<file path="src/rtl/cpu_run_ctrl_pkg.sv">
// cpu_run_ctrl_pkg: shared state encodings, mode constants and hold-counter width
package cpu_run_ctrl_pkg;
  typedef enum logic [2:0] {
    S_HOLD = 3'd0,
    S_IDLE = 3'd1,
    S_RUN  = 3'd2,
    S_STEP = 3'd3,
    S_DONE = 3'd4
  } state_e;
  localparam logic [1:0] MODE_FREE  = 2'b00;
  localparam logic [1:0] MODE_STEP  = 2'b01;
  localparam logic [1:0] MODE_LIMIT = 2'b10;
  localparam int HOLD_W = 8;
endpackage

</file>
<file path="src/rtl/cpu_run_ctrl_rst_stretch.sv">
// rst_stretch: holds core reset high for RST_HOLD cycles after rst_i deasserts
//   clk_i      system clock
//   rst_i      synchronous active-high reset, reloads the hold counter
//   core_rst_o registered core reset
//   release_o  high in the last held cycle, when core reset drops at the next edge
module rst_stretch
  import cpu_run_ctrl_pkg::*;
#(
  parameter int RST_HOLD = 4
) (
  input  logic clk_i,
  input  logic rst_i,
  output logic core_rst_o,
  output logic release_o
);
  logic [HOLD_W-1:0] cnt_q, cnt_d;
  logic              rst_q, rst_d;
  assign cnt_d      = rst_i ? HOLD_W'(RST_HOLD) : (cnt_q != '0 ? cnt_q - 1'b1 : cnt_q);
  assign rst_d      = cnt_d != '0;
  assign release_o  = !rst_d;
  assign core_rst_o = rst_q;
  always_ff @(posedge clk_i) begin
    cnt_q <= cnt_d;
    rst_q <= rst_d;
  end
endmodule

</file>
<file path="src/rtl/cpu_run_ctrl.sv">
// cpu_run_ctrl: run/step/run-to-limit controller for a processor core
//   Clk, Rst    clock and synchronous active-high reset
//   Mode        00 free run, 01 single step, 10 run-to-limit, 11 as 00
//   Go/Step     start and single-step requests, taken in IDLE
//   Halt        stop request in RUN, gates CoreEn in the same cycle
//   CycleLimit  run-to-limit budget, latched on Go
//   CoreRst     stretched core reset
//   CoreEn      core clock enable
//   CycleCnt    enabled core cycles since last core reset
//   Done, State limit reached flag and FSM state
module cpu_run_ctrl
  import cpu_run_ctrl_pkg::*;
#(
  parameter int RST_HOLD = 4,
  parameter int CNT_W    = 32
) (
  input  logic             Clk,
  input  logic             Rst,
  input  logic [1:0]       Mode,
  input  logic             Go,
  input  logic             Step,
  input  logic             Halt,
  input  logic [CNT_W-1:0] CycleLimit,
  output logic             CoreRst,
  output logic             CoreEn,
  output logic [CNT_W-1:0] CycleCnt,
  output logic             Done,
  output logic [2:0]       State
);
  state_e           state_q, state_d;
  logic             lim_q, lim_d;
  logic [CNT_W-1:0] limit_q, limit_d;
  logic [CNT_W-1:0] run_q, run_d, run_inc;
  logic [CNT_W-1:0] cnt_q, cnt_d;
  logic             done_q;
  logic             release_w;
  rst_stretch #(.RST_HOLD(RST_HOLD)) u_rst (
    .clk_i     (Clk),
    .rst_i     (Rst),
    .core_rst_o(CoreRst),
    .release_o (release_w)
  );
  // Halt is the only combinational path into CoreEn
  assign CoreEn   = state_q == S_STEP || (state_q == S_RUN && !Halt);
  assign run_inc  = run_q + 1'b1;
  // run_q counts enabled cycles of the current run only; CycleCnt spans runs
  assign run_d    = (Rst || state_q == S_IDLE) ? '0 : run_q + CNT_W'(CoreEn);
  assign cnt_d    = (Rst || CoreRst) ? '0 : cnt_q + CNT_W'(CoreEn);
  assign CycleCnt = cnt_q;
  assign Done     = done_q;
  assign State    = state_q;
  always_comb begin
    state_d = state_q;
    lim_d   = lim_q;
    limit_d = limit_q;
    case (state_q)
      S_HOLD: if (release_w) state_d = S_IDLE;
      S_IDLE:
        if (Go) begin
          lim_d   = Mode == MODE_LIMIT;
          limit_d = CycleLimit;
          state_d = Mode == MODE_STEP ? S_IDLE :
                    (Mode == MODE_LIMIT && CycleLimit == '0) ? S_DONE : S_RUN;
        end else if (Step && Mode == MODE_STEP) state_d = S_STEP;
      // last enabled cycle of a limited run moves straight to DONE
      S_RUN:  state_d = Halt ? S_IDLE : (lim_q && run_inc == limit_q) ? S_DONE : S_RUN;
      S_STEP: state_d = S_IDLE;
      S_DONE: state_d = S_DONE;
      default: state_d = S_HOLD;
    endcase
    if (Rst) state_d = S_HOLD;
  end
  always_ff @(posedge Clk) begin
    state_q <= state_d;
    lim_q   <= Rst ? 1'b0 : lim_d;
    limit_q <= Rst ? '0 : limit_d;
    run_q   <= run_d;
    cnt_q   <= cnt_d;
    done_q  <= state_d == S_DONE;
  end
endmodule

</file>
<file path="config.mk">
export PLATFORM = sky130hd
export DESIGN_NAME = cpu_run_ctrl
export DESIGN_NICKNAME = d
export VERILOG_FILES = /design/src/rtl/cpu_run_ctrl_pkg.sv /design/src/rtl/cpu_run_ctrl_rst_stretch.sv /design/src/rtl/cpu_run_ctrl.sv
export SDC_FILE = /design/constraint.sdc
export NUM_CORES = 1
export LEC_CHECK = 0
export CORE_MARGIN = 2
export CORE_UTILIZATION = 25
export CTS_CLUSTER_SIZE = 20
export DETAILED_ROUTE_END_ITERATION = 12
export GPL_ROUTABILITY_DRIVEN = 0
export PLACE_DENSITY = 0.54
export SYNTH_ARGS = -nofsm -noshare
export SYNTH_HDL_FRONTEND = slang
export SYNTH_SLANG_ARGS = --single-unit
</file>
<file path="constraint.sdc">
create_clock -name Clk -period 3.4 [get_ports Clk]
set_clock_uncertainty 0.05 [all_clocks]
set_input_delay 0.68 -clock Clk [delete_from_list [all_inputs] [get_ports Clk]]
set_output_delay 0.68 -clock Clk [all_outputs]
set_load 0.01 [all_outputs]
</file>
Yosys cells after proc, flatten, opt, wreduce, memory -nomap -nowiden:

Index checks and enable logic that the tools add are counted.

* add/subtract/negate cells: 4
* eq/ne operators: 8
* mux-type cells: 11
* reductions and logical operators: 13

Operators by type and width (count)
* adder 32 x 1 -> 32 bit: 2
* adder 32 x 1 -> 32 bit, second input constant: 1
* == test 32 bit: 1
* zero test 32 bit: 1
* 2-to-1 mux 3 bit: 8
* 2-to-1 mux 8 bit: 2
* nonzero test 8 bit: 2
* one-hot mux 3 bit (5 select lines): 1
* subtractor 8 x 1 -> 8 bit, second input constant: 1
* == test 3 x 2 -> 1 bit, second input constant: 2
* == test 3 bit, second input constant: 2
* logical AND 1 bit: 4
* == test 3 x 1 -> 1 bit, second input constant: 1
* zero test 3 bit: 1
* logical OR 1 bit: 3
* == test 2 x 1 -> 1 bit, second input constant: 1
* == test 2 bit, second input constant: 1
* AND reduction 2 bit: 1
* zero test 1 bit: 1

* register bits after elaboration: 110
* bits of input ports: 39
* logic and storage cells: 44

Longest topological paths before layout:

* depth after elaboration: 8
* mapped depth: 11

Modules after synthesis:

From an unflattened synthesis, not the netlist that was laid out.

* cell total of the unflattened synthesis: 713
* area total of the unflattened synthesis: 5670.4 um^2

Modules (own cells, without submodules)
* cpu_run_ctrl: instances 1, cells an instance 656, area each 5182.5 um^2
* rst_stretch: instances 1, cells an instance 57, area each 488.0 um^2

Worst setup path before layout:

No wires, ideal clock.

* path type: input-to-reg
* start point: in Halt
* end point: reg cnt_q[30], in the netlist CycleCnt[30]
* arrival time: 3050 ps
* data required time: 3279 ps
* setup slack: 229 ps
* stages on the path: 10
* path buffers: 0
* cells stage by stage: nor2b_1 -> nor3b_1 -> ha_1 -> ha_1 -> and4_1 -> nand4_1 -> nor4_2 -> nand4_1 -> or3_1 -> a21oi_1

* longest elaborated chain between the ends: 4

RTL lines
* start, declared: line cpu_run_ctrl.sv:22 `input logic Halt,`
* zero test 1 bit: line cpu_run_ctrl.sv:44 `assign CoreEn = state_q == S_STEP || (state_q == S_RUN && !Halt);`
* logical AND 1 bit: line cpu_run_ctrl.sv:44
* logical OR 1 bit: line cpu_run_ctrl.sv:44
* net CoreEn: line cpu_run_ctrl.sv:25 `output logic CoreEn,`
* adder 32 x 1 -> 32 bit: line cpu_run_ctrl.sv:48 `assign cnt_d = (Rst || CoreRst) ? '0 : cnt_q + CNT_W'(CoreEn);`
* end signal, assigned: line cpu_run_ctrl.sv:78 `cnt_q <= cnt_d;`
* end, declared: line cpu_run_ctrl.sv:34 `logic [CNT_W-1:0] cnt_q, cnt_d;`

The timed path passes the listed nets, and every way through them passes these cells.
A chain may end at the register's enable or synchronous reset.

Worst setup path after layout:

* start point: in Halt
* end point: reg cnt_q[30], in the netlist CycleCnt[30]

* longest elaborated chain between the ends: 4

RTL lines (line)
* zero test 1 bit: cpu_run_ctrl.sv:44
* logical AND 1 bit: cpu_run_ctrl.sv:44
* logical OR 1 bit: cpu_run_ctrl.sv:44
* adder 32 x 1 -> 32 bit: cpu_run_ctrl.sv:48

Every way passes these cells.

==> parameters.txt <==
Parameter                              Value

Synthesis
  Synth async-reset ratio    0%
  Register bit count reported by yosys    between 100 and 150
  Number of warning messages in the yosys log    0
  Yosys top cell by area    sky130_fd_sc_hd__dfxtp_1
  Synth area leaders    sky130_fd_sc_hd__dfxtp_1, sky130_fd_sc_hd__xnor2_1, sky130_fd_sc_hd__nand2_1
  Mapped Avg Cell Area    around 8.1 um^2
  Portion of the post-synthesis area used by sequential elements    39.1%
  Number of enable flip-flop cells after synthesis    0
  Area of the mapped netlist    roughly 0.0056 mm^2
  Syn nets    between 700 and 800
  Cells after Synth    694
  Library cells used by synthesis    50
  Most used flip-flop cell after synthesis    sky130_fd_sc_hd__dfxtp_1
  Post-synth top area share    39.1%

Drt
  Routed via count divided by cell count    around 4.6
  Via count    about 4800
  Initial DRC count    about 320
  DRC violations left    0
  Average wire per cell in the routed design    14.0 um
  Remaining antenna violation count    0
  DRT Pass-1 Iters    4
  Final wirelength    about 15 mm

Clock network
  Number of clock sinks seen by CTS    110
  Root buffer cell    sky130_fd_sc_hd__clkbuf_16
  Inserted Clock Buffers    9
  CTS tree    built
  Source-to-sink clock delay at the later pin of the worst-skew pair    360 ps
  Resized cells post-CTS    0
  H-tree depth reported by CTS    3
  Number of buffers between clock root and the deepest sink    2
  Clock transition time at the flip-flop clock pins of the worst setup and hold paths    around 80 ps

Die
  Die height    between 150 and 200 um
  Die extent in x    about 150 um
  Cell row count    54
  Starting utilization of the core area    between 20% and 30%
  Number of top-level design ports    77
  Die area    about 0.024 mm^2
  Area of the core    ~0.022 mm^2

Setup path
  CP max stage delay    420 ps
  Number of buffer and inverter stages on the critical path    1
  Critical path data arrival time    ~3400 ps
  Capturing point of the worst reg2reg path    Done
  Series of cell instances along the critical path    clkdlybuf4s50_1 > nor2b_1 > nor3b_1 > ha_1 > ha_1 > and4_1 > nand4_1 > nor4_2 > nand4_1 > or3_1 > a21oi_1
  Category of the most critical setup path    in -> reg
  Family of cells with the greatest summed delay on the critical path    simple AND/OR/NAND/NOR gates
  CP Data Required Time    around 3600 ps
  Worst Path Max Fanout    5
  Cell with the largest stage delay on the worst path    sky130_fd_sc_hd__clkdlybuf4s50_1
  Kind of start point of the critical path    input pin
  Endpoint type of the worst setup path    flop
  Depth of the most critical reg-to-reg path    7
  Flop2flop setup slack    approximately 580 ps
  Worst r2r src    run_q[3]

STA
  Total count of max-transition violations in the final report    0
  Relative slew slack    between 50% and 60%
  Period Utilization, post-route    92.4%
  Highest Clock Rate    approximately 320 MHz
  Final Hold Vio Count    0
  Number of setup violations in the final report    0
  Slew @ Worst Pin    674 ps
  Shortest clock period the worst path allows after layout    roughly 3100 ps
  Worst hold slack after final layout    419 ps
  Setup repair after global routing missed its margin    false

Global routing
  Wire length of the first global-routing pass    ~24 mm
  Number of global-route vias before repair    roughly 4600
  Pin count of the biggest net entering global routing    35
  Total routing resource utilization after global routing    12.7%
  Overall overflow remaining after global route    0
  Initial antenna violation count    0

Cells and area
  Non-Filler Cell Area, Final    ~0.0071 mm^2
  Count of nets after finishing    roughly 820
  Fraction of layout cells with a size suffix above 1    6.97%
  Post-synthesis to final-layout area growth    25.6%
  Antenna Cells    0

Status
  Outcome    completed

Placement
  Input/output buffers    between 70 and 80
  Post-place instance area    about 0.0067 mm^2
  Post-DP HPWL    10.9 mm

Min path
  Hold Crit Endpoint    limit_q[7]
  Hold path cells    2
  Hold_sp    limit_q[7]
  Worst Hold Class    reg -> reg

Power
  Largest voltage drop on the vdd net    between 0.2 and 0.25 mV
  Power density over the cells    about 440 mW/mm^2
  Static power due to leakage    between 2 and 2.5 nW

Run
  Max_cap viols    0
## worst reg2reg max path: cells and delay by family, from the launching register on
| kind | cells | cell delay (ps) |
|---|---|---|
| flops | 1 | 540 |
| simple gates | 4 | 1520 |
| compound gates | 3 | 660 |
## stage by stage
stage	util [%]	TNS [ps]	total power [mW]	instances	setup slack, ps
3_5_place_dp	30.7	-243	2.02	1038	-129
3_3_place_gp	30.7	-86.6	2.02	1038	-43.5
6_report	32.2	0	3.10	1055	259
2_1_floorplan	-	0	1.83	694	229
5_1_grt	32.2	0	3.26	1055	3.17
4_1_cts	32.1	0	3.14	1054	205
## power breakdown
part / switching [mW] / internal [mW]
sequential: 0.0782 / 1.37
combinational: 0.303 / 0.237
clock: 0.530 / 0.584
## cell type report
| type | count | area [um^2] |
|---|---|---|
| Timing Repair Buffer | 97 | 918 |
| Fill cell | 2246 | 14900 |
| Clock inverter | 7 | 81.3 |
| Clock buffer | 9 | 225 |
| Inverter | 16 | 60.1 |
| Multi-Input combinational cell | 536 | 3230 |
| Tap cell | 280 | 350 |
| Sequential cell | 110 | 2200 |
## cells by family after synthesis
family / synth area share, %
AOI/OAI and AO/OA: 7.41
xor gates and xnor gates: 16.2
adders and majority gates: 1.56
buffers and inverters: 3.56
DFF: 39.1
muxes: 0.556
and+or+nand+nor: 31.6
## metal layers
metal	part of all wire [%]	track usage, %	up-vias	wire (um)
met3	6.1	2.99	13	901
met5	0	0	-	0
li1	-	-	2512	-
met4	1.1	3.92	0	165
met1	51	17.9	2214	7510
met2	42	19.1	105	6240
## cell usage in the layout (no fill, tap or decap), types with 7 or more instances in the layout
| cell type | instances |
|---|---|
| sky130_fd_sc_hd__and3_1 | 12 |
| sky130_fd_sc_hd__nand3_1 | 25 |
| sky130_fd_sc_hd__nand4_1 | 24 |
| sky130_fd_sc_hd__nor4_1 | 17 |
| sky130_fd_sc_hd__nor2_1 | 95 |
| sky130_fd_sc_hd__buf_4 | 21 |
| sky130_fd_sc_hd__o21ai_0 | 8 |
| sky130_fd_sc_hd__dfxtp_1 | 110 |
| sky130_fd_sc_hd__or3_1 | 8 |
| sky130_fd_sc_hd__nor3_1 | 12 |
| sky130_fd_sc_hd__xnor2_1 | 61 |
| sky130_fd_sc_hd__nand2_1 | 105 |
| sky130_fd_sc_hd__xor2_1 | 43 |
| sky130_fd_sc_hd__clkbuf_16 | 9 |
| sky130_fd_sc_hd__ha_1 | 7 |
| sky130_fd_sc_hd__inv_1 | 16 |
| sky130_fd_sc_hd__a21oi_1 | 44 |
| sky130_fd_sc_hd__clkdlybuf4s50_1 | 76 |
## state kept, by name, indices dropped and copies added (netlist names)
signal	cells
CycleCnt	32
Done	1
State	3
lim_q	1
limit_q	32
run_q	32
u_rst.cnt_q	8
u_rst.core_rst_o	1
## worst max-delay path by stage
stage	start	end	cells after the start
after floorplan	Halt	CycleCnt[30]	10
after global placement	Halt	CycleCnt[30]	11
after detailed placement	Halt	CycleCnt[30]	11
after CTS	Halt	CycleCnt[30]	11
after global routing	Halt	CycleCnt[30]	11
final	Halt	CycleCnt[30]	11
## synthesized netlist by cell type, types with 2 or more instances
cell type / number
sky130_fd_sc_hd__and2_1: 4
sky130_fd_sc_hd__and3_1: 12
sky130_fd_sc_hd__nor4_2: 4
sky130_fd_sc_hd__nor3_2: 2
sky130_fd_sc_hd__or4_1: 3
sky130_fd_sc_hd__nor2_1: 96
sky130_fd_sc_hd__xor2_1: 43
sky130_fd_sc_hd__or2_2: 3
sky130_fd_sc_hd__nand3_1: 25
sky130_fd_sc_hd__dfxtp_1: 110
sky130_fd_sc_hd__nand2_1: 105
sky130_fd_sc_hd__a31oi_1: 2
sky130_fd_sc_hd__o21ai_0: 8
sky130_fd_sc_hd__nand4_1: 24
sky130_fd_sc_hd__a21oi_1: 44
sky130_fd_sc_hd__o211ai_1: 2
sky130_fd_sc_hd__and4_1: 5
sky130_fd_sc_hd__buf_4: 3
sky130_fd_sc_hd__ha_1: 7
sky130_fd_sc_hd__nor3b_1: 3
sky130_fd_sc_hd__clkbuf_1: 22
sky130_fd_sc_hd__inv_1: 16
sky130_fd_sc_hd__nor4_1: 17
sky130_fd_sc_hd__nor4b_1: 2
sky130_fd_sc_hd__or3_1: 8
sky130_fd_sc_hd__buf_2: 7
sky130_fd_sc_hd__and4b_1: 3
sky130_fd_sc_hd__xnor2_1: 61
sky130_fd_sc_hd__o31ai_1: 2
sky130_fd_sc_hd__nand2b_1: 6
sky130_fd_sc_hd__nor2b_1: 6
sky130_fd_sc_hd__a21o_1: 3
sky130_fd_sc_hd__nor3_1: 12
sky130_fd_sc_hd__a211oi_1: 5
sky130_fd_sc_hd__nor4_4: 3
sky130_fd_sc_hd__mux2i_1: 2
## repair_timing
item	4_1_cts	5_1_grt
setup buffers	0	1
hold buffers	0	0
setup endpoints to repair	0	1
Power figures use the tool's default switching activity.
